`config.mk`:
```
export PLATFORM = sky130hd
export DESIGN_NAME = pwm_mem_write_flat
export DESIGN_NICKNAME = d
export VERILOG_FILES = /design/src/rtl/pwm_mem_write_if.sv /design/src/rtl/pwm_mem_write.sv /design/src/flat_wrapper.sv
export SDC_FILE = /design/constraint.sdc
export NUM_CORES = 1
export LEC_CHECK = 0
export BUFFER_PORTS_ARGS = -buffer_cell sky130_fd_sc_hd__buf_2
export CAP_MARGIN = 0
export CORE_ASPECT_RATIO = 0.6
export CORE_MARGIN = 5
export CORE_UTILIZATION = 35
export CTS_CLUSTER_DIAMETER = 120
export DETAILED_ROUTE_END_ITERATION = 12
export MAX_ROUTING_LAYER = met4
export PLACE_DENSITY_LB_ADDON = 0.05
export SYNTH_ARGS = -nofsm -noshare
export SYNTH_HDL_FRONTEND = slang
export SYNTH_SLANG_ARGS = --single-unit
```
`constraint.sdc`:
```
create_clock -name clk -period 4.2 [get_ports clk]
set_clock_uncertainty 0.05 [all_clocks]
set_input_delay 0.21 -clock clk [delete_from_list [all_inputs] [get_ports clk]]
set_output_delay 0.21 -clock clk [all_outputs]
set_load 0.01 [all_outputs]
```
`src/rtl/pwm_mem_write_if.sv`:
```
// Ws AXI-Stream channel carrying packed coefficient pairs back to the PS.
interface pwm_mem_write_if;
  logic        tvalid;
  logic        tready;
  logic [63:0] tdata;
  logic [7:0]  tkeep;
  logic        tlast;

  modport master (output tvalid, output tdata, output tkeep, output tlast, input tready);
  modport slave  (input tvalid, input tdata, input tkeep, input tlast, output tready);
endinterface

```
`src/rtl/pwm_mem_write.sv`:
```
// Streams NUM_COEF coefficients out of the dual-port BRAM as 64-bit Ws beats,
// one even/odd pair per beat, through a 2-entry credit-protected FIFO.
module pwm_mem_write #(
  parameter int unsigned COEF_W   = 23,
  parameter int unsigned ADDR_W   = 8,
  parameter int unsigned NUM_COEF = 256
) (
  input  logic              clk,
  input  logic              aresetn,
  input  logic              module_start,
  output logic              busy,
  output logic              module_done,
  output logic              coef_ena,
  output logic              coef_wea,
  output logic [ADDR_W-1:0] coef_addra,
  input  logic [COEF_W-1:0] coef_douta,
  output logic              coef_enb,
  output logic              coef_web,
  output logic [ADDR_W-1:0] coef_addrb,
  input  logic [COEF_W-1:0] coef_doutb,
  pwm_mem_write_if.master   ws
);

  localparam int unsigned BEATS = NUM_COEF / 2;
  localparam int unsigned CNT_W = $clog2(BEATS + 1);

  typedef enum logic [1:0] {S_IDLE, S_SEND, S_DONE} state_t;

  state_t             state;
  logic [CNT_W-1:0]   rd_cnt;
  logic [CNT_W-1:0]   wr_cnt;
  logic [ADDR_W-1:0]  addr_a;
  logic [ADDR_W-1:0]  addr_b;
  logic               rd_vld;
  logic               rd_last;
  logic               head_v;
  logic               head_last;
  logic [63:0]        head_data;
  logic               tail_v;
  logic               tail_last;
  logic [63:0]        tail_data;
  logic [63:0]        push_data_c;
  logic [2:0]         occ_c;
  logic               pop_c;
  logic               issue_c;

  // Occupancy counts FIFO entries plus the read whose data lands at the next edge;
  // a pop in the same cycle frees a slot, which is what sustains one beat per cycle.
  always_comb begin
    push_data_c = {32'(coef_doutb), 32'(coef_douta)};
    pop_c       = head_v & ws.tready;
    occ_c       = 3'(head_v) + 3'(tail_v) + 3'(rd_vld);
    issue_c     = (state == S_SEND) && (rd_cnt < CNT_W'(BEATS)) &&
                  (occ_c < (3'd2 + 3'(pop_c)));
  end

  assign coef_ena   = issue_c;
  assign coef_enb   = issue_c;
  assign coef_wea   = 1'b0;
  assign coef_web   = 1'b0;
  assign coef_addra = addr_a;
  assign coef_addrb = addr_b;

  assign ws.tvalid = head_v;
  assign ws.tdata  = head_data;
  assign ws.tlast  = head_last;
  assign ws.tkeep  = 8'hFF;

  // Control FSM with frame counters and read address generation.
  always_ff @(posedge clk or negedge aresetn) begin
    if (!aresetn) begin
      state       <= S_IDLE;
      busy        <= 1'b0;
      module_done <= 1'b0;
      rd_cnt      <= '0;
      wr_cnt      <= '0;
      addr_a      <= '0;
      addr_b      <= '0;
    end else begin
      module_done <= 1'b0;
      case (state)
        S_IDLE: begin
          if (module_start) begin
            state  <= S_SEND;
            busy   <= 1'b1;
            rd_cnt <= '0;
            wr_cnt <= '0;
            addr_a <= '0;
            addr_b <= ADDR_W'(1);
          end
        end
        S_SEND: begin
          if (issue_c) begin
            rd_cnt <= rd_cnt + CNT_W'(1);
            if (rd_cnt != CNT_W'(BEATS - 1)) begin
              addr_a <= addr_a + ADDR_W'(2);
              addr_b <= addr_b + ADDR_W'(2);
            end
          end
          if (pop_c) begin
            wr_cnt <= wr_cnt + CNT_W'(1);
            if (wr_cnt == CNT_W'(BEATS - 1)) begin
              state       <= S_DONE;
              module_done <= 1'b1;
            end
          end
        end
        S_DONE: begin
          state <= S_IDLE;
          busy  <= 1'b0;
        end
        default: state <= S_IDLE;
      endcase
    end
  end

  // Read-return pipeline and 2-entry FIFO; the head entry is the Ws output register.
  always_ff @(posedge clk or negedge aresetn) begin
    if (!aresetn) begin
      rd_vld    <= 1'b0;
      rd_last   <= 1'b0;
      head_v    <= 1'b0;
      head_last <= 1'b0;
      head_data <= '0;
      tail_v    <= 1'b0;
      tail_last <= 1'b0;
      tail_data <= '0;
    end else begin
      rd_vld  <= issue_c;
      rd_last <= issue_c && (rd_cnt == CNT_W'(BEATS - 1));
      case ({rd_vld, pop_c})
        2'b10: begin
          if (!head_v) begin
            head_v    <= 1'b1;
            head_data <= push_data_c;
            head_last <= rd_last;
          end else begin
            tail_v    <= 1'b1;
            tail_data <= push_data_c;
            tail_last <= rd_last;
          end
        end
        2'b01: begin
          if (tail_v) begin
            head_data <= tail_data;
            head_last <= tail_last;
            tail_v    <= 1'b0;
          end else begin
            head_v    <= 1'b0;
            head_data <= '0;
            head_last <= 1'b0;
          end
        end
        2'b11: begin
          if (tail_v) begin
            head_data <= tail_data;
            head_last <= tail_last;
            tail_data <= push_data_c;
            tail_last <= rd_last;
          end else begin
            head_data <= push_data_c;
            head_last <= rd_last;
          end
        end
        default: ;
      endcase
    end
  end

endmodule
```
`src/flat_wrapper.sv`:
```
// flat-port wrapper written by rule: the top's interface ports become plain ports
module pwm_mem_write_flat 
#(
  parameter int unsigned COEF_W   = 23,
  parameter int unsigned ADDR_W   = 8,
  parameter int unsigned NUM_COEF = 256
)
  (clk, aresetn, module_start, busy, module_done, coef_ena, coef_wea, coef_addra, coef_douta, coef_enb, coef_web, coef_addrb, coef_doutb, ws_tvalid, ws_tdata, ws_tkeep, ws_tlast, ws_tready);
  pwm_mem_write_if ws_i ();
  input  logic clk;
  input  logic aresetn;
  input  logic module_start;
  output logic busy;
  output logic module_done;
  output logic coef_ena;
  output logic coef_wea;
  output logic [ADDR_W-1:0] coef_addra;
  input  logic [COEF_W-1:0] coef_douta;
  output logic coef_enb;
  output logic coef_web;
  output logic [ADDR_W-1:0] coef_addrb;
  input  logic [COEF_W-1:0] coef_doutb;
  output wire logic [$bits(ws_i.tvalid)-1:0] ws_tvalid;
  output wire logic [$bits(ws_i.tdata)-1:0] ws_tdata;
  output wire logic [$bits(ws_i.tkeep)-1:0] ws_tkeep;
  output wire logic [$bits(ws_i.tlast)-1:0] ws_tlast;
  input wire logic [$bits(ws_i.tready)-1:0] ws_tready;
  assign ws_tvalid = ws_i.tvalid;
  assign ws_tdata = ws_i.tdata;
  assign ws_tkeep = ws_i.tkeep;
  assign ws_tlast = ws_i.tlast;
  assign ws_i.tready = ws_tready;
  pwm_mem_write #(.COEF_W(COEF_W), .ADDR_W(ADDR_W), .NUM_COEF(NUM_COEF)) u_core (.clk(clk), .aresetn(aresetn), .module_start(module_start), .busy(busy), .module_done(module_done), .coef_ena(coef_ena), .coef_wea(coef_wea), .coef_addra(coef_addra), .coef_douta(coef_douta), .coef_enb(coef_enb), .coef_web(coef_web), .coef_addrb(coef_addrb), .coef_doutb(coef_doutb), .ws(ws_i));
endmodule
```
* Yosys cells after proc, flatten, opt, wreduce, memory -nomap -nowiden *
Index checks and enable logic that the tools add are counted.

operators by class
  add/sub/neg operators = 7
  order comparisons = 2
  equality and inequality tests = 17
  mux-type cells = 39
  bitwise gates (word level) = 1
  reductions and logical operators = 18

operator list
  kind                                                                    count
  64-bit two-way mux                                                      5
  64-bit one-hot mux with 3 select lines                                  1
  64-bit one-hot mux with 2 select lines                                  1
  8-bit two-way mux                                                       8
  8-bit one-hot mux with 2 select lines                                   4
  8-bit by 1-bit adder with 8-bit output (second input constant)          2
  8-bit by 2-bit adder with 8-bit output (second input constant)          2
  8-bit by 7-bit equality test with 1-bit output (second input constant)  2
  3-bit AND reduction                                                     4
  1-bit two-way mux                                                       11
  2-bit != test (second input constant)                                   5
  8-bit less-than comparator (second input constant)                      1
  2-bit by 1-bit != test with 1-bit output (second input constant)        4
  8-bit by 7-bit != test with 1-bit output (second input constant)        1
  1-bit one-hot mux with 2 select lines                                   4
  2-bit AND reduction                                                     4
  2-bit nonzero test                                                      4
  2-bit equality test (second input constant)                             3
  2-bit two-way mux                                                       3
  2-bit by 1-bit equality test with 1-bit output (second input constant)  2
  2-bit one-hot mux with 2 select lines                                   1
  4-bit AND reduction                                                     1
  2-bit by 1-bit adder with 3-bit output (first input constant)           1
  3-bit by 1-bit adder with 3-bit output                                  1
  other kinds (7)                                                         9

word-level totals
  register bits after elaboration = 170
  input port bits = 50

* Depth between registers and ports, before layout *
Gate-level depths: netlist of the first run.

  word-level depth = 6
  mapped depth = 8
  mapped depth without buffers = 7

* Worst setup path after synthesis of the first run *
Ideal clock, no wire load.

  path type = reg-to-reg
  from = register u_core.head_v, in the netlist u_core.ws.tvalid
  to = register u_core.addr_b[5], in the netlist u_core.coef_addrb[5]
  setup time = 0.130 ns
  arrival time = 2.057 ns
  path slack = 1.963 ns
  cell stages (with the launch flop) = 7
  path buffers = 0
  clock period less this slack = 2.237 ns
  path through = dfrtp_1 ha_1 ha_1 ha_1 a2111o_1 or3_1 mux2i_1

on the way
  cells in the longest elaborated chain, start to end = 6

RTL lines
  what                                                                                                     line                                      source
  from (decl)                                                                                              pwm_mem_write.sv:36                       logic head_v;
  from (signal assigned)                                                                                   pwm_mem_write.sv:122                      head_v <= 1'b0;
  from (signal assigned)                                                                                   pwm_mem_write.sv:134                      head_v <= 1'b1;
  from (signal assigned)                                                                                   pwm_mem_write.sv:149                      head_v <= 1'b0;
  1-bit by 1-bit adder with 2-bit output / 1-bit AND (equally long branches)                               pwm_mem_write.sv:52, pwm_mem_write.sv:51
  3-bit by 1-bit adder with 3-bit output / 2-bit by 1-bit adder with 3-bit output (equally long branches)  pwm_mem_write.sv:52, pwm_mem_write.sv:54
  3-bit less-than comparator (*)                                                                           pwm_mem_write.sv:54                       (occ_c < (3'd2 + 3'(pop_c)));
  1-bit logical AND (*)                                                                                    pwm_mem_write.sv:53                       issue_c = (state == S_SEND) && (rd_cnt < CNT_W'(BEATS)) &&
  2-bit by 1-bit != test with 1-bit output (no line) (*)                                                   --
  4-bit AND reduction (no line) (*)                                                                        --
  to (signal assigned)                                                                                     pwm_mem_write.sv:97                       addr_b <= addr_b + ADDR_W'(2);
  to (decl)                                                                                                pwm_mem_write.sv:33                       logic [ADDR_W-1:0] addr_b;

Mark *: on every way between the ends. The rest lies on a longest branch, timed or not.
A chain may end at the register's enable or synchronous reset.

* Worst setup path in the final report of the first run *
  from = register u_core.head_v, in the netlist u_core.ws.tvalid
  to = output port coef_ena

on the way
  cells in the longest elaborated chain, start to end = 4

RTL lines
  what                                                                                                     line                                      source
  1-bit by 1-bit adder with 2-bit output / 1-bit AND (equally long branches)                               pwm_mem_write.sv:52, pwm_mem_write.sv:51
  3-bit by 1-bit adder with 3-bit output / 2-bit by 1-bit adder with 3-bit output (equally long branches)  pwm_mem_write.sv:52, pwm_mem_write.sv:54
  3-bit less-than comparator (*)                                                                           pwm_mem_write.sv:54
  1-bit logical AND (*)                                                                                    pwm_mem_write.sv:53
  to (decl)                                                                                                flat_wrapper.sv:15                        output logic coef_ena;

Marked as above.

==> reports/results.ini, run 1 <==
[route]
finalWirelength_um=14740
drt_iter0_markers=226
vias=4513
drc_errors=0
firstDrtPassIters=4
wire_per_inst_um=15.92
drt.antenna.violating_nets=0
viasPerCell=4.874

[yosys]
syn-cell-area_um2=5971
synth-seq-area-share=0.5574
synthArstFlopShare=1.000
avgSynthCellArea_um2=11.10
synth-seq-cells=133
ys_types=46
syn_inst=538
synth_edf_count=0
synth_flop_cell=dfrtp_1
yosys_warnings=0

[global_route]
antenna_found_initial=0
grt_pass1_vias=4644
grt_pass1_wl_um=24250
track_usage=0.1566
gr-total-overflow=0
grt_max_degree=103

[power]
ir_drop_mv=0.3046
p_leak_nw=3.513
total_power_mw=5.774
p_per_area_nw_per_um2=760.3

[floorplan]
pin_count=146
dieArea_um2=19860
core-area_um2=16940
initial_utilization=0.3524
die_w_um=178.6
die_h_um=111.2
rows=37

[cells_and_area]
final_cell_area_um2=7594
antennaDiodeCount=0
drive_above_1_share=0.2991
layout.cells.non_filler=926
num-fill-cells=1638
fin_nets=737
syn2layout_area_growth_pct=27.18

[sta]
period_share=0.7352
period_needed_ns=3.088
slew_headroom=0.2574
slew_viol_final=0
fin_setup_tns_ns=0
rsz0062_at_grt=false
tightest_slew_ns=1.105
setup_viol=0
hold_violations=0
max_freq_ghz=0.3238
holdWs_ns=0.01854

[cts]
cts_tree=done
cts_sinks=133
numCtsBuffers=17
cts-root-buf=clkbuf_16
post-cts-setup-buffers=0
insertion_delay_ns=0.40
htreeDepth=4
clk_pin_slew_worst_paths_ns=0.06
max-clock-path-buffers=2

[setup_path]
critPathLaunchType=register
required_ns=3.94
cp-end-kind=output pin
arrival_ns=2.83
worst-setup-path-type=register to output pin
worstPathMaxFanout=16

[placement]
numPortBuffers=116
dp.cells=857
dpl.hpwl_um=9578
gp_congestion=0.7420
dpl_cell_area_um2=6641

[worst_hold_path]
worstHoldPathType=input port to register

[status]
status=completed

[job]
maxCapViolCount=0

area by class of cell:
type / instances / area [um^2] / share of cell area
clock buffers: 19 / 432.9 / 0.05701
clock inverters: 13 / 148.9 / 0.01961
inverters: 5 / 18.77 / 0.002472
multi-input cells: 364 / 2377 / 0.3131
flip-flops and latches: 133 / 3328 / 0.4383
well taps: 234 / 292.8 / 0.03856
repair buffers: 158 / 994.7 / 0.1310
final timing paths:
path	start	end	slack (ns)	cells past startpoint
max reg2reg	u_core.ws.tvalid$_DFFE_PN0P_	u_core.coef_addra[7]$_DFFE_PN0P_	1.31	6
min in group asynchronous	aresetn	u_core.coef_addra[3]$_DFFE_PN0P_	0.38	2
min reg2reg	u_core.coef_addrb[0]$_DFFE_PN0P_	u_core.coef_addrb[0]$_DFFE_PN0P_	0.42	1
min	coef_douta[17]	u_core.tail_data[17]$_DFFE_PN0P_	0.02	2
max in group asynchronous	aresetn	u_core.wr_cnt[6]$_DFFE_PN0P_	2.55	3
max	u_core.ws.tvalid$_DFFE_PN0P_	coef_ena	1.11	5
flip-flops by register name (all words and copies together) (netlist names):
| register | cells |
|---|---|
| u_core.rd_last | 1 |
| u_core.busy | 1 |
| u_core.tail_data | 46 |
| u_core.rd_vld | 1 |
| u_core.wr_cnt | 8 |
| u_core.state | 2 |
| u_core.coef_addrb | 8 |
| u_core.coef_addra | 7 |
| u_core.module_done | 1 |
| u_core.tail_v | 1 |
| u_core.rd_cnt | 8 |
| u_core.tail_last | 1 |
| u_core.ws.tlast | 1 |
| u_core.ws.tdata | 46 |
| u_core.ws.tvalid | 1 |
cell usage in the layout (no fill, tap or decap), types with 7 or more instances in the layout:
master         instances
nand2_1               70
conb_1                29
ha_1                   7
nor4_1                 8
and3_1                 8
clkbuf_16             17
a22oi_1               47
o21ai_0               58
mux2_2                47
nor2_1                 9
buf_2                115
mux2i_1                8
dlygate4sd3_1         37
nand3_1               16
dfrtp_1              133
cell families (layout without fill, tap and decap cells):
family                   Yosys count  after routing  synth area share
AO/OA/AOI/OAI                    135            135            0.1454
AND/OR/NAND/NOR                  132            132            0.1029
adder cells (fa/ha/maj)            8              8           0.01802
buffers and inverters             68            195           0.06559
flip-flops                       133            133            0.5574
XOR/XNOR                           5              5          0.007334
other                              2             29          0.001258
multiplexers                      55             55            0.1021
Yosys cell counts (all sizes together), types with 2 or more instances:
cell type,number,area share
a31oi,2,0.0021
nor2,9,0.0057
dfrtp,133,0.56
mux2i,8,0.013
mux2,47,0.089
clkbuf,17,0.011
a2111oi,3,0.0044
inv,5,0.0031
conb,2,0.0013
a21o,2,0.0025
nor4,8,0.0084
nand4,3,0.0031
o211ai,2,0.0025
a41oi,2,0.0029
nand2b,3,0.0031
nor2b,2,0.0021
or3,3,0.0031
a22oi,47,0.059
and3,10,0.010
nand3,16,0.013
xnor2,4,0.0059
nand2,70,0.044
ha,7,0.015
a211o,5,0.0073
buf,46,0.052
or2,3,0.0031
a21oi,7,0.0065
o21ai,58,0.049
per-layer routing:
metal	up-vias	track usage	wire length, um
met5	-	-	0
li1	2155	-	-
met2	123	0.2230	6364
met4	0	0.04139	117
met1	2227	0.2276	7503
met3	8	0.03204	756
where the power goes:
part | switching (mW) | total (mW) | internal [mW]
clock | 0.583 | 1.47 | 0.882
combinational | 1.13 | 2.04 | 0.909
sequential | 0.410 | 2.27 | 1.86
total | 2.12 | 5.77 | 3.65
stage by stage:
step / util / worst slack [ns]
2_1_floorplan: - / 1.963
3_3_place_gp: 0.3920 / 1.395
3_5_place_dp: 0.3920 / 1.303
4_1_cts: 0.4482 / 1.085
5_1_grt: 0.4482 / 0.9342
6_report: 0.4482 / 1.112
timing repair:
action / CTS / global route
hold buffers: 37 / 0
gates resized for setup: 0 / 0
endpoints found under the hold margin: 137 / 0
critical path, stage by stage (launching register included):
cell	delay, ns
dfrtp_1	0.51
fa_1	0.50
nand3b_1	0.17
a2111o_1	0.66
inv_2	0.37
buf_2	0.20
Note: power is estimated with default switching activity, not from simulation.
==> inputs of run 2 (changes only) <==
==> constraint.sdc (replaced) <==
create_clock -name clk -period 3.2 [get_ports clk]
set_clock_uncertainty 0.05 [all_clocks]
set_input_delay 0.16 -clock clk [delete_from_list [all_inputs] [get_ports clk]]
set_output_delay 0.16 -clock clk [all_outputs]
set_load 0.01 [all_outputs]
==> run 2 against run 1 <==
Global-route usage up 0.090 points. Cell area up 3.3%. Power up 36%. Die area unchanged. Flip-flop and latch count unchanged. Register-to-register slack worse by 0.79 ns. Sequential power up 31%. Critical path depth up 2. Cell count up 1.7%. Via count up 1.1%. Worst setup slack worse by 0.84 ns. Combinational power up 36%.
==> reports/results.ini, run 2 (synthesized netlist as in run 1, its figures left out) <==
[sta]
setup_viol=0  ; unchanged
slew_headroom=0.5109  ; +0.2536
fin_setup_tns_ns=0  ; unchanged
period_share=0.9159
hold_violations=0  ; unchanged
rsz0062_at_grt=false
tightest_slew_ns=0.7336  ; -0.3718 ns
period_needed_ns=2.931
max_freq_ghz=0.3412
slew_viol_final=0  ; unchanged

[cts]
max-clock-path-buffers=2  ; unchanged
post-cts-setup-buffers=0  ; unchanged
cts-root-buf=clkbuf_16
htreeDepth=4  ; unchanged
insertion_delay_ns=0.40  ; about the same
numCtsBuffers=17  ; unchanged
clk_pin_slew_worst_paths_ns=0.06  ; about the same
cts_tree=done
cts_sinks=133  ; unchanged

[global_route]
gr-total-overflow=0  ; unchanged
grt_pass1_wl_um=24450  ; +0.82%
track_usage=0.1575  ; +0.0008986
grt_pass1_vias=4696  ; +1.1%
antenna_found_initial=0  ; unchanged
grt_max_degree=81  ; -21%

[route]
viasPerCell=4.843  ; -0.63%
firstDrtPassIters=4  ; unchanged
finalWirelength_um=14810  ; +0.49%
wire_per_inst_um=15.73  ; -1.2%
drt.antenna.violating_nets=0  ; unchanged
drc_errors=0  ; unchanged
vias=4562  ; +1.1%
drt_iter0_markers=250  ; +11%

[cells_and_area]
finish.utilization=0.4628  ; +0.01462
fin_nets=753  ; +2.2%
layout_common_cells=dfrtp_1, buf_2, nand2_1, o21ai_0
drive_above_1_share=0.3037  ; +0.004539
syn2layout_area_growth_pct=31.33
final_common_cell=dfrtp_1
antennaDiodeCount=0  ; unchanged

[setup_path]
rr_worst_depth=7  ; +1
crit_path_end=coef_ena
cp_slowest_cell=dfrtp_1
cp_cell_sequence=ha_1 > ha_1 > ha_1 > a2111o_1 > inv_2 > buf_4 > buf_2
worst-setup-path-type=register to output pin
path_common_cell=ha_1
slowest_delay_ns=0.58  ; -0.08 ns
worstPathMaxFanout=13  ; -3
r2r_setup_slack_ns=0.52  ; -0.79 ns
cp-end-kind=output pin
startpoint=u_core.ws.tvalid$_DFFE_PN0P_
arrival_ns=2.72  ; -0.11 ns
timing.rr.start=u_core.ws.tvalid$_DFFE_PN0P_
required_ns=2.99  ; -0.95 ns
critPathLaunchType=register
worstReg2RegEnd=u_core.coef_addrb[5]$_DFFE_PN0P_

[power]
p_leak_nw=3.636  ; +3.5%
ir_drop_mv=0.3390  ; +11%
p_per_area_nw_per_um2=1004  ; +32%

[floorplan]
die_w_um=178.6  ; unchanged
die_h_um=111.2  ; unchanged
initial_utilization=0.3524  ; unchanged
core-area_um2=16940  ; unchanged
dieArea_um2=19860  ; unchanged
rows=37  ; unchanged
pin_count=146  ; unchanged

[worst_hold_path]
worstHoldPathType=input port to register

[placement]
gp_congestion=0.7458  ; +0.51%
dpl.hpwl_um=9660  ; +0.86%
numPortBuffers=116  ; unchanged

[status]
status=completed

[job]
maxCapViolCount=0  ; unchanged

-- run 2: cell types whose count changed in the layout (fill, tap and decap cells not counted) --
cell / delta
inv_6: -1
buf_4: +3
clkbuf_1: -2
buf_12: +3
clkinv_4: +1
dlygate4sd3_1: +10
clkinvlp_4: -2
bufinv_16: +2
clkbuf_8: +2
-- run 2: cell type report --
cell class	instances	area, um^2
timing repair buffer	174	1177
fill	1619	9102
tap	234	292.8
clock buffer	19	452.9
sequential	133	3328
multi-input combinational	364	2377
clock inverter	13	193.9
inverter	5	18.77
-- run 2: worst max-delay path: cells and delay by family (launching register included) --
kind	cells	cell delay, ns
fa+ha+maj	3	0.68
flops	1	0.58
buf+inv	3	0.55
compound gates	1	0.51
-- run 2: how the worst min path moves through the flow --
stage | endpoint | start | cells after the start | slack [ns]
floorplan | u_core.busy$_DFFE_PN0P_ | aresetn | 0 | -0.19
global placement | u_core.coef_addra[4]$_DFFE_PN0P_ | aresetn | 1 | 0.20
detailed placement | u_core.coef_addra[4]$_DFFE_PN0P_ | aresetn | 1 | 0.21
CTS | u_core.tail_v$_DFFE_PN0P_ | ws_tready | 2 | 0.002
global route | u_core.tail_v$_DFFE_PN0P_ | ws_tready | 2 | 0.03
finish | u_core.tail_v$_DFFE_PN0P_ | ws_tready | 2 | 0.02
-- run 2: where the power goes --
part,internal (mW),switching [mW]
registers,2.44,0.528
logic,1.28,1.50
clock network,1.36,0.765
total,5.08,2.79
-- run 2: metrics by stage --
| step | total power, mW | instances | hold slack [ns] | instance area [um^2] | setup WS (ns) |
|---|---|---|---|---|---|
| 2_1_floorplan | 4.767 | 565 | -0.1856 | 6072 | 0.9630 |
| 3_3_place_gp | 5.690 | 863 | 0.2004 | 6724 | 0.6061 |
| 3_5_place_dp | 5.771 | 863 | 0.2095 | 6724 | 0.5511 |
| 4_1_cts | 7.981 | 942 | 0.002018 | 7841 | 0.2564 |
| 5_1_grt | 8.454 | 942 | 0.02946 | 7841 | 0.1027 |
| 6_report | 7.870 | 942 | 0.02313 | 7841 | 0.2690 |
-- run 2: metal layers --
layer,track usage,up-vias,routed length [um]
met1,0.2314,2256,7540
met2,0.2253,115,6467
met5,-,-,0
met4,0.04139,0,93
li1,-,2184,-
met3,0.02727,7,711
-- run 2: repair_timing --
action,in CTS,in global routing
hold buffers,47,0
endpoints found under the setup margin,0,0
hold endpoints to repair,123,0
gates resized for setup,0,0
==> inputs of run 3 (changes only) <==
--- a/config.mk
+++ b/config.mk
@@ -9,11 +9,12 @@
 export CAP_MARGIN = 0
 export CORE_ASPECT_RATIO = 0.6
 export CORE_MARGIN = 5
-export CORE_UTILIZATION = 35
+export CORE_UTILIZATION = 30
 export CTS_CLUSTER_DIAMETER = 120
 export DETAILED_ROUTE_END_ITERATION = 12
 export MAX_ROUTING_LAYER = met4
 export PLACE_DENSITY_LB_ADDON = 0.05
+export SLEW_MARGIN = 10
 export SYNTH_ARGS = -nofsm -noshare
 export SYNTH_HDL_FRONTEND = slang
 export SYNTH_SLANG_ARGS = --single-unit
==> run 3 against run 2 <==
Register-to-register slack better by 0.07 ns. Cell area is 0.89% higher. Clock-buffer cell count grew 2. Via count up 0.20%. Hold slack better by 0.13 ns. Sequential power is essentially flat. First-iteration DRC count decreased by 15%. Non-clock buffer count grew 3.
==> reports/results.ini, run 3 (synthesized netlist as in run 1, its figures left out) <==
[power]
power_frac_clock=0.269  ; about the same
switching_share=0.3551  ; +0.0003694
total_power_mw=7.895  ; +0.31%
comb_power_share=0.355  ; +0.002
switchingPower_mw=2.803  ; +0.42%
p_per_area_nw_per_um2=997.9  ; -0.58%
p_int_mw=5.092  ; +0.25%
ir_drop_mv=0.3064  ; -9.6%
p_leak_nw=3.649  ; +0.37%
power_frac_seq=0.376  ; -0.002

[floorplan]
dieArea_um2=22920  ; +15%
die_h_um=119.3  ; +7.3%
rows=40  ; +8.1%
die_w_um=192.1  ; +7.6%
core-area_um2=19770  ; +17%
initial_utilization=0.3020  ; -0.05036
pin_count=146  ; unchanged

[cts]
cts_sinks=133  ; unchanged
cts_tree=done
htreeDepth=4  ; unchanged
numCtsBuffers=17  ; unchanged
insertion_delay_ns=0.41  ; about the same
post-cts-setup-buffers=0  ; unchanged
clk_pin_slew_worst_paths_ns=0.06  ; about the same
max-clock-path-buffers=2  ; unchanged
cts-root-buf=clkbuf_16

[sta]
slew_viol_final=0  ; unchanged
setup_ws_ns=0.2464  ; -0.02259 ns
max_freq_ghz=0.3386  ; -0.76%
hold_violations=0  ; unchanged
period_needed_ns=2.954  ; +0.02259 ns
holdWs_ns=0.1552  ; +0.1321 ns
slew_headroom=0.4812  ; -0.02974
rsz0062_at_grt=false
period_share=0.9230  ; +0.007060
fin_setup_tns_ns=0  ; unchanged
tightest_slew_ns=0.7782  ; +0.04461 ns
setup_viol=0  ; unchanged

[setup_path]
critPathLaunchType=register
cp-end-kind=output pin
cp.depth=7  ; unchanged
required_ns=2.99  ; about the same
cp_slowest_cell=dfrtp_1
slowest_delay_ns=0.58  ; about the same
worst-setup-path-type=register to output pin
startpoint=u_core.ws.tvalid$_DFFE_PN0P_
critPathBufInv=3  ; unchanged
cp_cell_sequence=ha_1 > ha_1 > ha_1 > a2111o_1 > inv_2 > buf_4 > buf_2
cp_top_family=adder cells
timing.rr.start=u_core.ws.tvalid$_DFFE_PN0P_
rr_worst_depth=8  ; +1
arrival_ns=2.74  ; +0.02 ns
worstPathMaxFanout=13  ; unchanged
path_common_cell=ha_1

[route]
drc_errors=0  ; unchanged
drt.antenna.violating_nets=0  ; unchanged
vias=4571  ; +0.20%
firstDrtPassIters=6  ; +2
wire_per_inst_um=15.77  ; +0.29%
finalWirelength_um=15520  ; +4.8%
drt_iter0_markers=212  ; -15%
viasPerCell=4.645  ; -4.1%

[cells_and_area]
num-fill-cells=1920  ; +19%
layout_common_cells=dfrtp_1, buf_2, nand2_1, o21ai_0, dlygate4sd3_1
final_common_cell=dfrtp_1
layout.cells.non_filler=984  ; +4.5%
fin_nets=756  ; +0.40%
antennaDiodeCount=0  ; unchanged
multi_input_comb_area_um2=2377  ; unchanged
drive_above_1_share=0.3038  ; about the same
syn2layout_area_growth_pct=32.50
seq_area_um2=3328  ; unchanged

[placement]
dp.cells=904  ; +4.8%
dpl.hpwl_um=10380  ; +7.5%
numPortBuffers=116  ; unchanged
gp_congestion=0.7641  ; +2.5%
place_ws_ns=0.5793  ; +0.02813 ns

[global_route]
antenna_found_initial=0  ; unchanged
gr-total-overflow=0  ; unchanged
track_usage=0.1426  ; -0.01491
grt_pass1_vias=4682  ; -0.30%
grt_pass1_wl_um=25010  ; +2.3%
grt_max_degree=89  ; +9.9%

[worst_hold_path]
min_from=module_start
worstHoldPathType=input port to register
min_delay_path_depth=3  ; +1

[status]
status=completed

[job]
maxCapViolCount=0  ; unchanged

run 3: layout make-up:
type / count / area share
clock inverters: 11 / 0.02183
flip-flops and latches: 133 / 0.4207
repair buffers: 177 / 0.1520
well taps: 273 / 0.04318
multi-input cells: 364 / 0.3005
clock buffers: 21 / 0.05947
inverters: 5 / 0.002372
run 3: routing by layer:
layer / vias up / GRT usage / routed length, um
met5: - / - / 0
met4: 0 / 0.04764 / 183
met3: 16 / 0.03251 / 741
met2: 112 / 0.1995 / 6857
met1: 2252 / 0.2036 / 7735
li1: 2191 / - / -
run 3: path summary, 6_finish.rpt:
path / endpoint / slack (ns)
setup / recovery: coef_enb / 0.25
setup reg to reg: u_core.coef_addra[2]$_DFFE_PN0P_ / 0.59
hold reg to reg: u_core.coef_addrb[0]$_DFFE_PN0P_ / 0.42
hold / removal: u_core.busy$_DFFE_PN0P_ / 0.16
max in group asynchronous: u_core.tail_data[10]$_DFFE_PN0P_ / 2.02
min in group asynchronous: u_core.coef_addra[3]$_DFFE_PN0P_ / 0.30
run 3: worst reg2reg max path: stages (launching register included):
cell and delay, ns:
dfrtp_1 0.58, ha_1 0.30, ha_1 0.18, ha_1 0.18, a2111o_1 0.52, inv_2 0.23, buf_4 0.20, nand2_1 0.10
o21ai_0 0.19
run 3: power groups by stage:
| stage | combinational [mW] | sequential, mW | clock [mW] |
|---|---|---|---|
| after detailed placement | 2.82 | 3.00 | 0 |
| after global placement | 2.76 | 2.96 | 0 |
| after CTS | 2.87 | 2.97 | 2.18 |
| after floorplan | 1.72 | 3.05 | 0 |
| final | 2.80 | 2.97 | 2.12 |
| after global routing | 3.13 | 3.08 | 2.25 |
run 3: timing repair:
action,in CTS,in global routing
hold endpoints to repair,138,0
hold buffers,48,0
endpoints found under the setup margin,0,0
resized for setup,0,0
run 3: stage by stage:
stage               utilization  instance area (um^2)
finish                   0.4002                  7911
global route             0.4002                  7911
CTS                      0.4002                  7911
detailed placement       0.3434                  6788
global placement         0.3434                  6788
floorplan                     -                  6072
